<file path="src/rtl/melody_sequencer.sv">
// melody_sequencer: plays a small programmable table of (pitch, duration)
// entries on a prescaled tick and drives the note-to-phase-increment stage.
// note_pitch carries signed semitone offsets from A4; 0x80 means REST.
// tx_enable gates the DDS modulator for the whole duration of playback.
//
// Handshake: there is no valid/ready pair here. start is level-sampled in IDLE
// only, stop is level-sampled in any non-IDLE state and always wins, and done
// is a single-cycle pulse with no acknowledge.
module melody_sequencer #(
   parameter int DEPTH     = 16,
   parameter int ADDR_W    = 4,
   parameter int DUR_W     = 8,
   parameter int TICK_DIV  = 1000,
   parameter int GAP_TICKS = 1
) (
   input  logic              clk,
   input  logic              rst,
   input  logic              start,
   input  logic              stop,
   input  logic              loop_en,
   input  logic [ADDR_W:0]   seq_len,
   input  logic              wr_en,
   input  logic [ADDR_W-1:0] wr_addr,
   input  logic [7:0]        wr_pitch,
   input  logic [DUR_W-1:0]  wr_dur,
   output logic [7:0]        note_pitch,
   output logic              tx_enable,
   output logic              busy,
   output logic              done,
   output logic [ADDR_W-1:0] cur_index,
   output logic [1:0]        dbg_state
);

   localparam int                PW       = (TICK_DIV > 1) ? $clog2(TICK_DIV) : 1;
   localparam logic [PW-1:0]     TICK_MAX = PW'(TICK_DIV - 1);
   localparam logic [PW-1:0]     P_ONE    = PW'(1);
   localparam logic [DUR_W-1:0]  D_ONE    = DUR_W'(1);
   localparam logic [DUR_W-1:0]  GAP_LOAD = DUR_W'(GAP_TICKS);
   localparam logic [ADDR_W-1:0] A_ONE    = ADDR_W'(1);
   localparam logic [ADDR_W:0]   L_ONE    = (ADDR_W + 1)'(1);
   localparam logic [7:0]        REST     = 8'h80;

   typedef enum logic [1:0] {S_IDLE, S_FETCH, S_NOTE, S_GAP} state_t;

   state_t            state_q, state_d;
   logic [7:0]        pitch_q, pitch_d;
   logic              tx_q, tx_d;
   logic              done_q, done_d;
   logic [ADDR_W-1:0] idx_q, idx_d;
   logic [ADDR_W:0]   len_q, len_d;
   logic [PW-1:0]     presc_q, presc_d;
   logic [DUR_W-1:0]  dur_q, dur_d;

   logic [7:0]        mem_pitch_q [DEPTH];
   logic [DUR_W-1:0]  mem_dur_q   [DEPTH];

   logic              tick;
   logic              last;
   logic              adv;
   logic [DUR_W-1:0]  fetch_dur;

   assign tick      = (presc_q == TICK_MAX);
   assign last      = ({1'b0, idx_q} == (len_q - L_ONE));
   assign fetch_dur = (mem_dur_q[idx_q] == '0) ? D_ONE : mem_dur_q[idx_q];

   // Note table: writable in any state; a same-cycle FETCH sees the old entry.
   always_ff @(posedge clk or posedge rst) begin
      if (rst) begin
         for (int i = 0; i < DEPTH; i++) begin
            mem_pitch_q[i] <= REST;
            mem_dur_q[i]   <= D_ONE;
         end
      end else if (wr_en) begin
         mem_pitch_q[wr_addr] <= wr_pitch;
         mem_dur_q[wr_addr]   <= wr_dur;
      end
   end

   // Sequencer state and registered outputs.
   always_ff @(posedge clk or posedge rst) begin
      if (rst) begin
         state_q <= S_IDLE;
         pitch_q <= REST;
         tx_q    <= 1'b0;
         done_q  <= 1'b0;
         idx_q   <= '0;
         len_q   <= '0;
         presc_q <= '0;
         dur_q   <= '0;
      end else begin
         state_q <= state_d;
         pitch_q <= pitch_d;
         tx_q    <= tx_d;
         done_q  <= done_d;
         idx_q   <= idx_d;
         len_q   <= len_d;
         presc_q <= presc_d;
         dur_q   <= dur_d;
      end
   end

   // Next-state logic: per-state stepping, then the shared advance, then stop.
   always_comb begin
      state_d = state_q;
      pitch_d = pitch_q;
      tx_d    = tx_q;
      done_d  = 1'b0;
      idx_d   = idx_q;
      len_d   = len_q;
      presc_d = presc_q;
      dur_d   = dur_q;
      adv     = 1'b0;

      case (state_q)
         S_IDLE: begin
            if (start) begin
               if (seq_len != '0) begin
                  len_d   = seq_len;
                  idx_d   = '0;
                  tx_d    = 1'b1;
                  state_d = S_FETCH;
               end else begin
                  done_d = 1'b1;
               end
            end
         end
         S_FETCH: begin
            pitch_d = mem_pitch_q[idx_q];
            dur_d   = fetch_dur;
            presc_d = '0;
            state_d = S_NOTE;
         end
         S_NOTE: begin
            presc_d = tick ? '0 : presc_q + P_ONE;
            if (tick) begin
               dur_d = dur_q - D_ONE;
               if (dur_q == D_ONE) begin
                  if (GAP_TICKS > 0) begin
                     state_d = S_GAP;
                     pitch_d = REST;
                     presc_d = '0;
                     dur_d   = GAP_LOAD;
                  end else begin
                     adv = 1'b1;
                  end
               end
            end
         end
         S_GAP: begin
            presc_d = tick ? '0 : presc_q + P_ONE;
            if (tick) begin
               dur_d = dur_q - D_ONE;
               if (dur_q == D_ONE) begin
                  adv = 1'b1;
               end
            end
         end
         default: state_d = S_IDLE;
      endcase

      if (adv) begin
         if (!last) begin
            idx_d   = idx_q + A_ONE;
            state_d = S_FETCH;
         end else if (loop_en) begin
            idx_d   = '0;
            state_d = S_FETCH;
         end else begin
            state_d = S_IDLE;
            done_d  = 1'b1;
            pitch_d = REST;
            tx_d    = 1'b0;
         end
      end

      if (stop && (state_q != S_IDLE)) begin
         state_d = S_IDLE;
         pitch_d = REST;
         tx_d    = 1'b0;
         done_d  = 1'b0;
      end
   end

   assign note_pitch = pitch_q;
   assign tx_enable  = tx_q;
   assign busy       = (state_q != S_IDLE);
   assign done       = done_q;
   assign cur_index  = idx_q;
   assign dbg_state  = state_q;

endmodule

</file>
<file path="config.mk">
export PLATFORM = sky130hd
export DESIGN_NAME = melody_sequencer
export DESIGN_NICKNAME = d
export VERILOG_FILES = /design/src/rtl/melody_sequencer.sv
export SDC_FILE = /design/constraint.sdc
export NUM_CORES = 1
export LEC_CHECK = 0
export ABC_AREA = 1
export CORE_MARGIN = 2
export CORE_UTILIZATION = 60
export DETAILED_ROUTE_END_ITERATION = 10
export PLACE_DENSITY = 0.86
export SYNTH_ARGS = -nofsm -noshare
export SYNTH_HDL_FRONTEND = slang
export SYNTH_SLANG_ARGS = --single-unit
</file>
<file path="constraint.sdc">
create_clock -name clk -period 14.4 [get_ports clk]
set_input_delay 4.32 -clock clk [delete_from_list [all_inputs] [get_ports clk]]
set_output_delay 4.32 -clock clk [all_outputs]
set_load 0.02 [all_outputs]
</file>
==> metrics list, run 1 <==
- The number of buffers and inverters on the critical path is 1.
* Peak supply drop: 0.0757 mV
* Post-route core utilization: 67.7%
* Total overflow reported by the global router: 0
- The multi-input combinational cells in the finished layout cover a total of approximately 5500 sq um.
- In this run the post-CTS setup repair buffer count came out at 0.
- Synth Instances: 1737
* Total of cells resized after clock tree synthesis: 0
* Run status: completed
* Biggest fanout along the worst timing path: 66
* Clock transition time at the flip-flop clock pins of the worst setup and hold paths: 60 ps
- Clock tree synthesis selected as its root buffer the cell sky130_fd_sc_hd__clkbuf_16.
* Worst-case clock skew: 5.48 ps
- Post-synth top area share: 46.7%
* H-tree level count: 1
- Setup repair after global routing missed its margin: false
- TritonCTS sink count: approximately 300
* Total Neg Setup Slack: 0 ps
- The design draws around 2.4 mW.
- Placer congestion estimate: 0.886
- The synthesized netlist occupies a cell area of 14000 sq um.
* Filler Cells Inserted: between 1500 and 2000
- Share of the yosys chip area belonging to registers: between 50% and 60%
- After synthesis, the mean cell area works out to 8.08 sq um.
* Number of pins with negative max-slew slack in the final report: 0
- Main area contributors after synthesis: sky130_fd_sc_hd__dfrtp_1, sky130_fd_sc_hd__o21ai_0, sky130_fd_sc_hd__nand2_1
- Highest Clock Rate: about 150 MHz
- Min setup slack post-route: 7900 ps
- The worst setup path is captured at an output pin.
* Number of antenna violations at the first check in global routing: 0
- The clock passes through at most 3 buffers.
- Total clock buffers created by CTS: 29
* Number of enable-type register cells in the synthesized netlist: 0
- Cell area power density: 154 nW/um^2
- Core Rows: 55
- Y dimension of the die: between 150 and 200 um
- Among all stages on the critical path, the largest delay is contributed by sky130_fd_sc_hd__dfrtp_4.
* Nets: between 1500 and 2000
- Clock tree from TritonCTS: yes
* Arr. time, crit path: 2180 ps
- Place WS: 7610 ps
* CP peak stage delay: 890 ps
- Total wirelength of the detailed-routed design: about 36000 um
- Hold WC Path Type: register to register
- Total number of vias: 12000
- The floorplan step defined a die boundary enclosing 24600 sq um.
* Vias in the first global route: 11700
- In this run the tool buffered the top-level ports with between 40 and 50 buffer cells.
- Once placement finished, the instance area stood at 14500 sq um.
- Of the cells placed in the final design, the portion with a size suffix greater than 1 is 6.05%.
- 48 I/O pins were placed.
- Reg area: around 7400 sq um
- Slack of the worst reg-to-reg path: around 11000 ps
- The number of nets in the synthesized netlist is about 1800.
- In the finished design, the share of the clock period the worst path needs comes to 45.2%.
- Worst-margin pin slew: 1390 ps
- The later pin in the worst-skew pair is clocked with a latency of 540 ps.
- Worst max-slew margin expressed relative to the limit: 7.26%
- The signal on the critical path passes through clkdlybuf4s50_1.
* Kind of cell adding the most delay to the critical path: flip-flops
- DRC marker count from the first detailed-route iteration: about 1400
- The number of failing hold endpoints at the final stage was 0.
* Post-route insts no fill: between 2000 and 2500
* Hold WS: 477 ps
- In this run, distinct cell masters in the synthesized netlist total 37.
* Top FF cell, synth: sky130_fd_sc_hd__dfrtp_1
- Entering global routing, the biggest net connects 132 pins.
- In the routed design, unresolved DRC markers number 0.
* Total non-filler cell area in the finished layout: 15400 sq um
- The detail route stage leaves a number of antenna-violating nets equal to 0.
* Count of inserted antenna diode cells: 0
- Initial cell density of the core: 61.6%
- Total of endpoints with negative setup slack in the final report: 0
- Warning count from the yosys run: 0
- The worst path needs 6500 ps of the cycle, external delays included.
- Placeable core region: 22800 sq um
- For this run, asynchronously set or reset flops after synthesis account for 100%.
- From synthesis to final layout, the design area changed by 9.86%.
- Number of synthesized register bits: 295
- Buffers inserted to repair hold after CTS numbered 0.
- Overall Global Routing Usage: 30.3%
* Number of max-cap violations: 0
- Yosys top cell by area: sky130_fd_sc_hd__dfrtp_1
- Avg WL per Cell: 17.6 um
- Placed insts: 1996
- Dividing the detail-routed via count by the number of cells gives 5.83.
* Global-route wire length before repair: 59100 um
- Required time of the worst setup path: 10080 ps
- Leakage power summed over all cells: slightly above 7 nW
- Drt pass-1 iters: 6
- Critical path start-end classification: register to output pin
* Post-detailed-placement half-perimeter wirelength: 21500 um
- The floorplan step set the die width to 157 um.
- The worst setup path is launched from a register.
-- sequential cells by signal, summed over array words and instances (netlist names) --
register,count
done,1
len_q,5
mem_dur_q,128
cur_index,4
presc_q,10
dur_q,8
note_pitch,8
tx_enable,1
dbg_state,2
mem_pitch_q,128
-- final timing paths --
check | from | end | cells after the start
max | cur_index[0]$_DFF_PP0_ | cur_index[0] | 1
min | mem_dur_q[59]$_DFFE_PP0P_ | mem_dur_q[59]$_DFFE_PP0P_ | 2
max reg2reg | cur_index[2]$_DFF_PP0_ | note_pitch[2]$_DFF_PP0_ | 6
min reg2reg | mem_dur_q[59]$_DFFE_PP0P_ | mem_dur_q[59]$_DFFE_PP0P_ | 2
max in group asynchronous | rst | cur_index[0]$_DFF_PP0_ | 3
min in group asynchronous | rst | mem_dur_q[87]$_DFFE_PP0P_ | 2
-- synth_stat cells, drive strengths merged, types with 2 or more instances --
library cell / n
a21oi: 37
a22oi: 7
a31oi: 7
buf: 41
clkbuf: 77
clkinv: 2
dfrtp: 262
dfstp: 33
ha: 10
inv: 145
nand2: 452
nand3: 101
nand4: 7
nor2: 108
nor3: 9
nor3b: 2
o211ai: 38
o21ai: 356
o22ai: 2
or2: 19
xnor2: 6
xor2: 11
-- cell families after synthesis --
kind of cell,Yosys count,share of synthesized area (%)
compound gates,450,17.0
xor+xnor,17,1.06
fa+ha+maj,10,0.892
buf+inv,265,7.84
flops,295,52.9
simple gates,700,20.3
-- metal layers --
layer	wire, um	track usage, %
met5	0	0
met4	1930	16.3
met3	2870	4.19
met2	16900	48.8
met1	14500	40.2
-- power by group --
group          switching [mW]  internal, mW
clock network           0.304         0.426
logic                   0.315         0.196
registers               0.101          1.03
-- cell type report --
| type | count | area share [%] |
|---|---|---|
| inverter | 147 | 3.63 |
| sequential | 295 | 48.2 |
| clock inverter | 3 | 0.260 |
| timing repair buffer | 64 | 3.88 |
| multi-input combinational | 1177 | 35.8 |
| clock buffer | 50 | 5.67 |
| tap | 313 | 2.54 |
-- cells in the final DEF, fill, tap and decap left out, types with 11 or more instances in the layout --
cell type and n:
sky130_fd_sc_hd__xor2_1 11, sky130_fd_sc_hd__dfrtp_1 260, sky130_fd_sc_hd__clkbuf_1 14, sky130_fd_sc_hd__clkdlybuf4s50_1 47
sky130_fd_sc_hd__inv_1 141, sky130_fd_sc_hd__nand2_1 451, sky130_fd_sc_hd__nand3_1 101, sky130_fd_sc_hd__o21ai_0 350
sky130_fd_sc_hd__clkbuf_16 29, sky130_fd_sc_hd__dfstp_2 33, sky130_fd_sc_hd__buf_4 17, sky130_fd_sc_hd__or2_1 15
sky130_fd_sc_hd__a21oi_1 37, sky130_fd_sc_hd__nor2_1 105, sky130_fd_sc_hd__o211ai_1 38
Note: power is estimated with default switching activity, not from simulation.
==> inputs of run 2 (changes only) <==
Clock period 14.4 ns to 6.7 ns, I/O delays scaled along.
==> run 2 against run 1 <==
Compared with the run above:
- the run now ends with DRC left
- critical path depth up 3
- clock-buffer cell count is 8 lower
- hold slack gained 0.58 ps
- sequential power grew 120%
- final cell count rose by 0.34%
- register-to-register slack got worse by 7700 ps
- flip-flop and latch count stayed put
- worst setup slack got worse by 5300 ps
- critical path type unchanged
- highest routed layer unchanged
==> metrics list, run 2 (synthesis results as in run 1) <==
- Worst max-slew margin expressed relative to the limit: 15.9% (+8.6 points)
- Traced cell by cell, the critical path runs through inv_1 > ha_1 > inv_1 > clkdlybuf4s50_1.
* Critical hold path startpoint: mem_dur_q[126]$_DFFE_PP0P_
- Drt pass-1 iters: 9 (+3)
- Number of pins with negative max-slew slack in the final report: 0 (unchanged)
- Clock Tree Buf Depth: 3 (unchanged)
- The number of global-route vias before repair came to 11700 (-0.21%).
- The detailed-route wire length per cell was 17.9 um (+1.2%).
- Post-route core utilization: 68.7% (+1.0 points)
- In the finished design, the share of the clock period the worst path needs comes to 60.8%.
- Number of buffers added on ports: 47 (unchanged)
* Clock power frac: 34.0% (+3.2 points)
- Hold-critical path depth: 2 (unchanged)
- The number of buffers created by CTS is 30 (+3.4%).
- The first-iteration detailed-routing DRC count was 1486 (+6.2%).
- The hold-fix buffer count after cts is 0 (unchanged).
* Total of cells resized after clock tree synthesis: 0 (unchanged)
- Category of the worst setup path launch point: register
- The tightest min-delay check is of the register to register type.
- Post-detailed-placement half-perimeter wirelength: 21500 um (+0.18%)
- Most common cell after layout, fill and taps aside: sky130_fd_sc_hd__nand2_1
- Proportion of power drawn by flip-flops and latches: 45.3% (-2.4 points)
- Relative area change from synthesis to final layout: 11.5%
* Comb power frac: 20.7% (-0.8 points)
* Critical path start-end classification: register to output pin
* DRT antenna net count: 0 (unchanged)
* Required time of the worst setup path: 4690 ps (-5390 ps)
- The setup skew after layout is 12.4 ps (+6.88 ps).
- Worst reg2reg endpoint: dur_q[0]$_DFFE_PP0P_
- The total setup violations reported at the end of the flow is 0 (unchanged).
- Worst skew pair latency: 560 ps (+20 ps)
- Broken down by cell family, the worst path's largest delay share belongs to buffers and inverters.
* Y dimension of the die: 157 um (unchanged)
- The library cells used most frequently in the layout, excluding fill and tap cells, are sky130_fd_sc_hd__nand2_1, sky130_fd_sc_hd__o21ai_0, sky130_fd_sc_hd__dfrtp_1.
- Run status: finished, violations left
* Slack of the worst reg-to-reg path: 3380 ps (-7740 ps)
* Worst-margin pin slew: 1260 ps (-129 ps)
* Count of inserted antenna diode cells: 0 (unchanged)
* Failing checks: DRC
- Power spent charging and discharging nets: 1.61 mW (+120%)
* Placer congestion estimate: 0.876 (-1.2%)
- Counting stages on the worst path, the most repeated cell is sky130_fd_sc_hd__inv_1.
- Reg-to-reg critical path startpoint: cur_index[0]$_DFF_PP0_
- TritonCTS built the clock tree.
- Nets: 1761 (+0.34%)
* Arr. time, crit path: 2060 ps (-120 ps)
- Cell area power density: 343 nW/um^2 (+120%)
* Nature of the critical path endpoint: output pin
- The placeable core region is 22800 sq um (unchanged).
* Leakage power summed over all cells: 7.26 nW (+1.6%)
- The maximum fanout encountered on the critical timing path is 6 (-91%).
- CP peak stage delay: 610 ps (-280 ps)
- Setup repair after global routing missed its margin: false
- The width of the chip was 157 um (unchanged).
- Share of layout cells above drive strength 1: 6.88% (+0.84 points)
- TritonCTS sink count: 295 (unchanged)
* Length in cells of the worst reg-to-reg path: 12 (+6)
- The slowest stage of the critical path is the sky130_fd_sc_hd__clkdlybuf4s50_1 cell.
- Clock transition time at the flip-flop clock pins of the worst setup and hold paths: 70 ps (about the same)
- Internal cell power: 3.77 mW (+130%)
- End point of the worst hold path: mem_dur_q[126]$_DFFE_PP0P_
- Worst path bufs/invs: 3 (+2)
* Proportion of total power due to net switching: 29.9% (-0.46 points)
- The post-route setup TNS came to 0 ps (unchanged).
* I/O Pins: 48 (unchanged)
- Number of antenna violations at the first check in global routing: 0 (unchanged)
* Per-cell via count in the routed design: 5.87 (+0.69%)
- Initial cell density of the core: 61.6% (unchanged)
- Maximum number of pins on one net before global-route repair: 143 (+8.3%)
- Peak supply drop: 0.215 mV (+180%)
- H-tree level count: 1 (unchanged)
- Number of max-cap violations: 0 (unchanged)
- The overall die area is 24600 sq um (unchanged).
- The post-detailed-routing wire length is 36700 um (+1.6%).
- The filler cell count in the final layout was 1698 (-2.9%).
* Registers with the highest flip-flop counts: mem_dur_q x128, mem_pitch_q x128, presc_q x10
* Root buffer cell: sky130_fd_sc_hd__clkbuf_16
- The non-filler instance count after layout came to 2056 (+0.34%).
* Overall Global Routing Usage: 30.7% (+0.42 points)
- The clock period could shrink to 4070 ps.
- Global-route wire length before repair: 59900 um (+1.3%)
* Post-layout total power: 5.37 mW (+130%)
- Timing would allow up to 246 MHz.
- Total overflow reported by the global router: 0 (unchanged)
* Residual DRC: 1 (+1)
- The number of failing hold endpoints at the final stage came to 0 (unchanged).
* Core Rows: 55 (unchanged)
- Total number of vias: 12100 (+1.0%)
- The setup fix buffers added after clock tree synthesis came to 0 (unchanged).
- The number of cells in the design after placement came to 2001 (+0.25%).
[run 2: tightest hold or removal path, stage by stage, from the launching register on]
cell	delay, ps
sky130_fd_sc_hd__dfrtp_1	340
sky130_fd_sc_hd__nand2_1	50
sky130_fd_sc_hd__o21ai_0	60
[run 2: worst max path at each step]
stage	startpoint	end	slack, ps	depth (start not counted)
2_1_floorplan	rst	cur_index[0]$_DFF_PP0_	800	1
3_3_place_gp	wr_addr[2]	mem_dur_q[91]$_DFFE_PP0P_	2490	5
3_5_place_dp	wr_addr[3]	mem_pitch_q[59]$_DFFE_PP0P_	2340	5
4_1_cts	dbg_state[1]$_DFFE_PP0P_	busy	2630	4
5_1_grt	dbg_state[1]$_DFFE_PP0P_	busy	2530	4
6_report	dbg_state[1]$_DFFE_PP0P_	busy	2630	4
[run 2: area by class of cell]
| cell class | instances | area, sq um | area share, % |
|---|---|---|---|
| clock buffer | 42 | 867 | 5.54 |
| tap | 313 | 392 | 2.50 |
| clock inverter | 13 | 225 | 1.44 |
| sequential | 295 | 7430 | 47.5 |
| multi-input combinational | 1177 | 5530 | 35.3 |
| timing repair buffer | 69 | 661 | 4.22 |
| inverter | 147 | 556 | 3.55 |
[run 2: power groups by stage]
stage	combinational, mW	sequential [mW]	clock, mW
final	1.11	2.44	1.83
after floorplan	0.770	2.43	0
after global placement	1.02	2.44	0
after CTS	1.10	2.43	1.84
after global routing	1.27	2.48	1.91
after detailed placement	1.08	2.45	0
[run 2: through the flow]
step | hold slack [ps] | cell area [sq um] | setup slack [ps]
2_1_floorplan | 445 | 14000 | 800
3_3_place_gp | 459 | 14600 | 2490
3_5_place_dp | 467 | 14600 | 2340
4_1_cts | 482 | 15700 | 2630
5_1_grt | 499 | 15700 | 2530
6_report | 478 | 15700 | 2630
[run 2: per-layer routing]
layer	vias up	wire, um	track usage [%]	share of wire, %
li1	5614	-	-	-
met1	5770	14700	41.8	40
met2	597	17700	50.9	48
met3	93	2960	3.36	8.1
met4	0	1410	12.6	3.8
met5	-	0	0	0
==> inputs of run 3 (changes only) <==
Clock period 6.7 ns to 4 ns, I/O delays scaled along.
==> run 3 against run 2 <==
Compared with the run above:
- power increased by 63%
- routed wire length increased by 2.9%
- first-iteration DRC count decreased by 2.5%
- sequential power increased by 67%
- the run now ends clean
- critical path type unchanged
- clock power increased by 53%
- die area unchanged
- sequential share of layout area unchanged
- register-to-register slack got worse by 2100 ps
- worst setup slack got worse by 1900 ps
- final cell count increased by 0.44%
- cell area unchanged
- critical path depth unchanged
==> metrics list, run 3 (synthesis results as in run 1) <==
- The number of H-tree levels came to 1 (unchanged).
* DIE WIDTH: 157 um (unchanged)
* Total of endpoints with negative setup slack in the final report: 0 (unchanged)
- The maximum buffer depth of the clock tree came to 3 (unchanged).
- The worst setup path is launched from a register.
- The slack of the worst reg-to-reg path was 1330 ps (-2050 ps).
- The number of failing hold endpoints at the final stage was 0 (unchanged).
* Count of inserted antenna diode cells: 0 (unchanged)
- Worst-margin pin slew: 891 ps (-368 ps)
- Core Rows: 55 (unchanged)
* Vias in the first global route: 12200 (+4.4%)
- Internal cell power: 6.04 mW (+60%)
- Total wirelength of the detailed-routed design: 37800 um (+2.9%)
* Total overflow reported by the global router: 0 (unchanged)
- Post-layout total power: 8.76 mW (+63%)
* Clock tree from TritonCTS: yes
* Placer congestion estimate: 0.863 (-1.4%)
* Nets: 1769 (+0.45%)
* DRC marker count from the first detailed-route iteration: 1449 (-2.5%)
- Number of pins with negative max-slew slack in the final report: 0 (unchanged)
* Root buffer cell: sky130_fd_sc_hd__clkbuf_16
- Hold WC Path Type: register to register
* Total clock buffers created by CTS: 30 (unchanged)
* Comb power frac: 21.4% (+0.7 points)
- The count of nets left with antenna violations after detail routing was 0 (unchanged).
- Clock power frac: 32.0% (-2.0 points)
* Leakage power summed over all cells: 7.26 nW (+0.13%)
- Total non-filler cell area in the finished layout: 15700 sq um (unchanged)
- Total number of vias: 12200 (+1.2%)
* Drt pass-1 iters: 6 (-3)
- Based on the critical path, the design can be clocked at up to 304 MHz.
* Hold WS: 480 ps (+2.52 ps)
- Overall Global Routing Usage: 31.7% (+1.0 points)
* Biggest fanout along the worst timing path: 5 (-1)
- The cell area after placement came to 14700 sq um (+0.67%).
- The area taken by flip-flops and latches was 7430 sq um (unchanged).
- First element of the critical path: dbg_state[0]$_DFFE_PP0P_
- The hold-fix buffer count after cts was 0 (unchanged).
* Number of max-cap violations: 0 (unchanged)
- The count of cells resized by post-cts repair was 0 (unchanged).
- The number of cell instances on the worst register-to-register path came to 8 (-4).
- Peak supply drop: 0.261 mV (+21%)
- CP peak stage delay: 600 ps (about the same)
- The worst setup path is of the register to output pin kind.
- The arrival time of the worst setup path came to 2090 ps (+30 ps).
- Cell repeated most along the worst path: sky130_fd_sc_hd__inv_1
* Relative area change from synthesis to final layout: 11.5% (unchanged)
- TritonCTS sink count: 295 (unchanged)
- The vertical extent of the die is 157 um (unchanged).
- The number of port buffers came to 47 (unchanged).
* Registers with the highest flip-flop counts: mem_dur_q x128, mem_pitch_q x128, presc_q x10
* Proportion of power drawn by flip-flops and latches: 46.6% (+1.3 points)
- Worst skew pair latency: 570 ps (about the same)
- The number of DRC violations after detailed routing was 0 (-1).
- Number of antenna violations at the first check in global routing: 0 (unchanged)
- The slowest stage of the critical path is the sky130_fd_sc_hd__clkdlybuf4s50_1 cell.
- The HPWL after detailed placement is 22400 um (+4.1%).
* Proportion of total power due to net switching: 31.0% (+1.1 points)
- In this run the most critical hold path is launched from mem_dur_q[34]$_DFFE_PP0P_.
- The endpoint identified for the worst register-to-register timing path is dur_q[0]$_DFFE_PP0P_.
- Commonest cells after routing, fill and taps aside: sky130_fd_sc_hd__nand2_1, sky130_fd_sc_hd__o21ai_0, sky130_fd_sc_hd__dfrtp_1
* Most common cell after layout, fill and taps aside: sky130_fd_sc_hd__nand2_1
- The placeable core region was 22800 sq um (unchanged).
- I/O Pins: 48 (unchanged)
* Reg-to-reg critical path startpoint: cur_index[3]$_DFF_PP0_
- CP Cell Sequence: inv_1 > ha_1 > inv_1 > clkdlybuf4s50_1
* Final critical-path required period: 3290 ps
- Global-route wire length before repair: 61600 um (+2.7%)
- The setup skew after layout came to 13.3 ps (+0.966 ps).
- Avg WL per Cell: 18.3 um (+2.4%)
- The setup fix buffers added after clock tree synthesis is 0 (unchanged).
- Power spent charging and discharging nets: 2.72 mW (+69%)
* Final clock period utilization by the worst path: 82.3%
- The headroom to the max-slew limit was 40.6% (+25 points).
- The overall die area is 24600 sq um (unchanged).
* Initial cell density of the core: 61.6% (unchanged)
- Setup repair after global routing missed its margin: false
- Share of layout cells above drive strength 1: 7.36% (+0.48 points)
- Cell area power density: 559 nW/um^2 (+63%)
* Per-cell via count in the routed design: 5.92 (+0.78%)
* Area used by multi-input combinational logic: 5530 sq um (unchanged)
* Filler Cells Inserted: 1732 (+2.0%)
- Run status: completed
- The post-CTS clock slew at the launch and capture registers of the worst setup and hold paths was 60 ps (about the same).
- Setup crit end: busy
- Nature of the critical path endpoint: output pin
- The data required time at the worst endpoint came to 2800 ps (-1890 ps).
* Maximum number of pins on one net before global-route repair: 77 (-46%)
## run 3: cell count changes in the layout (fill, tap and decap cells not counted), sizes merged
cell	previous run	this run
clkinvlp	2	3
bufinv	6	0
buf	22	30
clkbuf	42	48
## run 3: area by class of cell
| class | instances | share of cell area (%) |
|---|---|---|
| Timing Repair Buffer | 77 | 4.84 |
| Sequential cell | 295 | 47.5 |
| Clock buffer | 48 | 6.07 |
| Tap cell | 313 | 2.50 |
| Multi-Input combinational cell | 1177 | 35.3 |
| Clock inverter | 8 | 0.288 |
| Inverter | 147 | 3.55 |
## run 3: critical path: cells and delay by family, from the launching register on
kind	cells	cell delay [ps]
adder cells (fa/ha/maj)	1	250
buffers and inverters	3	810
flip-flops	1	460
## run 3: routing by layer
metal  track usage [%]  share of wire [%]  wire length [um]  up-vias
met2              51.4                 47             17700      670
met4              18.1                5.4              2040        0
met1              41.2                 38             14200     5777
met5                 0                  0                 0        -
met3              4.63                 10              3870      142
li1                  -                  -                 -     5633
## run 3: power by group through the flow
stage | combinational, mW | sequential (mW) | clock, mW
floorplan | 1.29 | 4.06 | 0
global placement | 1.73 | 4.08 | 0
detailed placement | 1.83 | 4.11 | 0
CTS | 1.87 | 4.07 | 2.82
global route | 2.14 | 4.15 | 2.94
finish | 1.87 | 4.08 | 2.80
## run 3: worst min path at each step
| stage | to | slack (ps) | cells after the start |
|---|---|---|---|
| floorplan | mem_dur_q[29]$_DFFE_PP0P_ | 450 | 2 |
| global placement | mem_dur_q[94]$_DFFE_PP0P_ | 460 | 2 |
| CTS | mem_dur_q[94]$_DFFE_PP0P_ | 480 | 2 |
| finish | mem_dur_q[34]$_DFFE_PP0P_ | 480 | 2 |
| global route | mem_dur_q[99]$_DFFE_PP0P_ | 490 | 2 |
| detailed placement | mem_dur_q[35]$_DFFE_PP0P_ | 470 | 2 |
## run 3: stage by stage
| stage | TNS, ps | worst slack [ps] | std cells | util (%) |
|---|---|---|---|---|
| floorplan | -287220 | -1090 | 1737 | - |
| global placement | 0 | 1060 | 2009 | 64.4 |
| detailed placement | 0 | 947 | 2009 | 64.4 |
| CTS | 0 | 708 | 2065 | 68.7 |
| global route | 0 | 640 | 2065 | 68.7 |
| finish | 0 | 708 | 2065 | 68.7 |
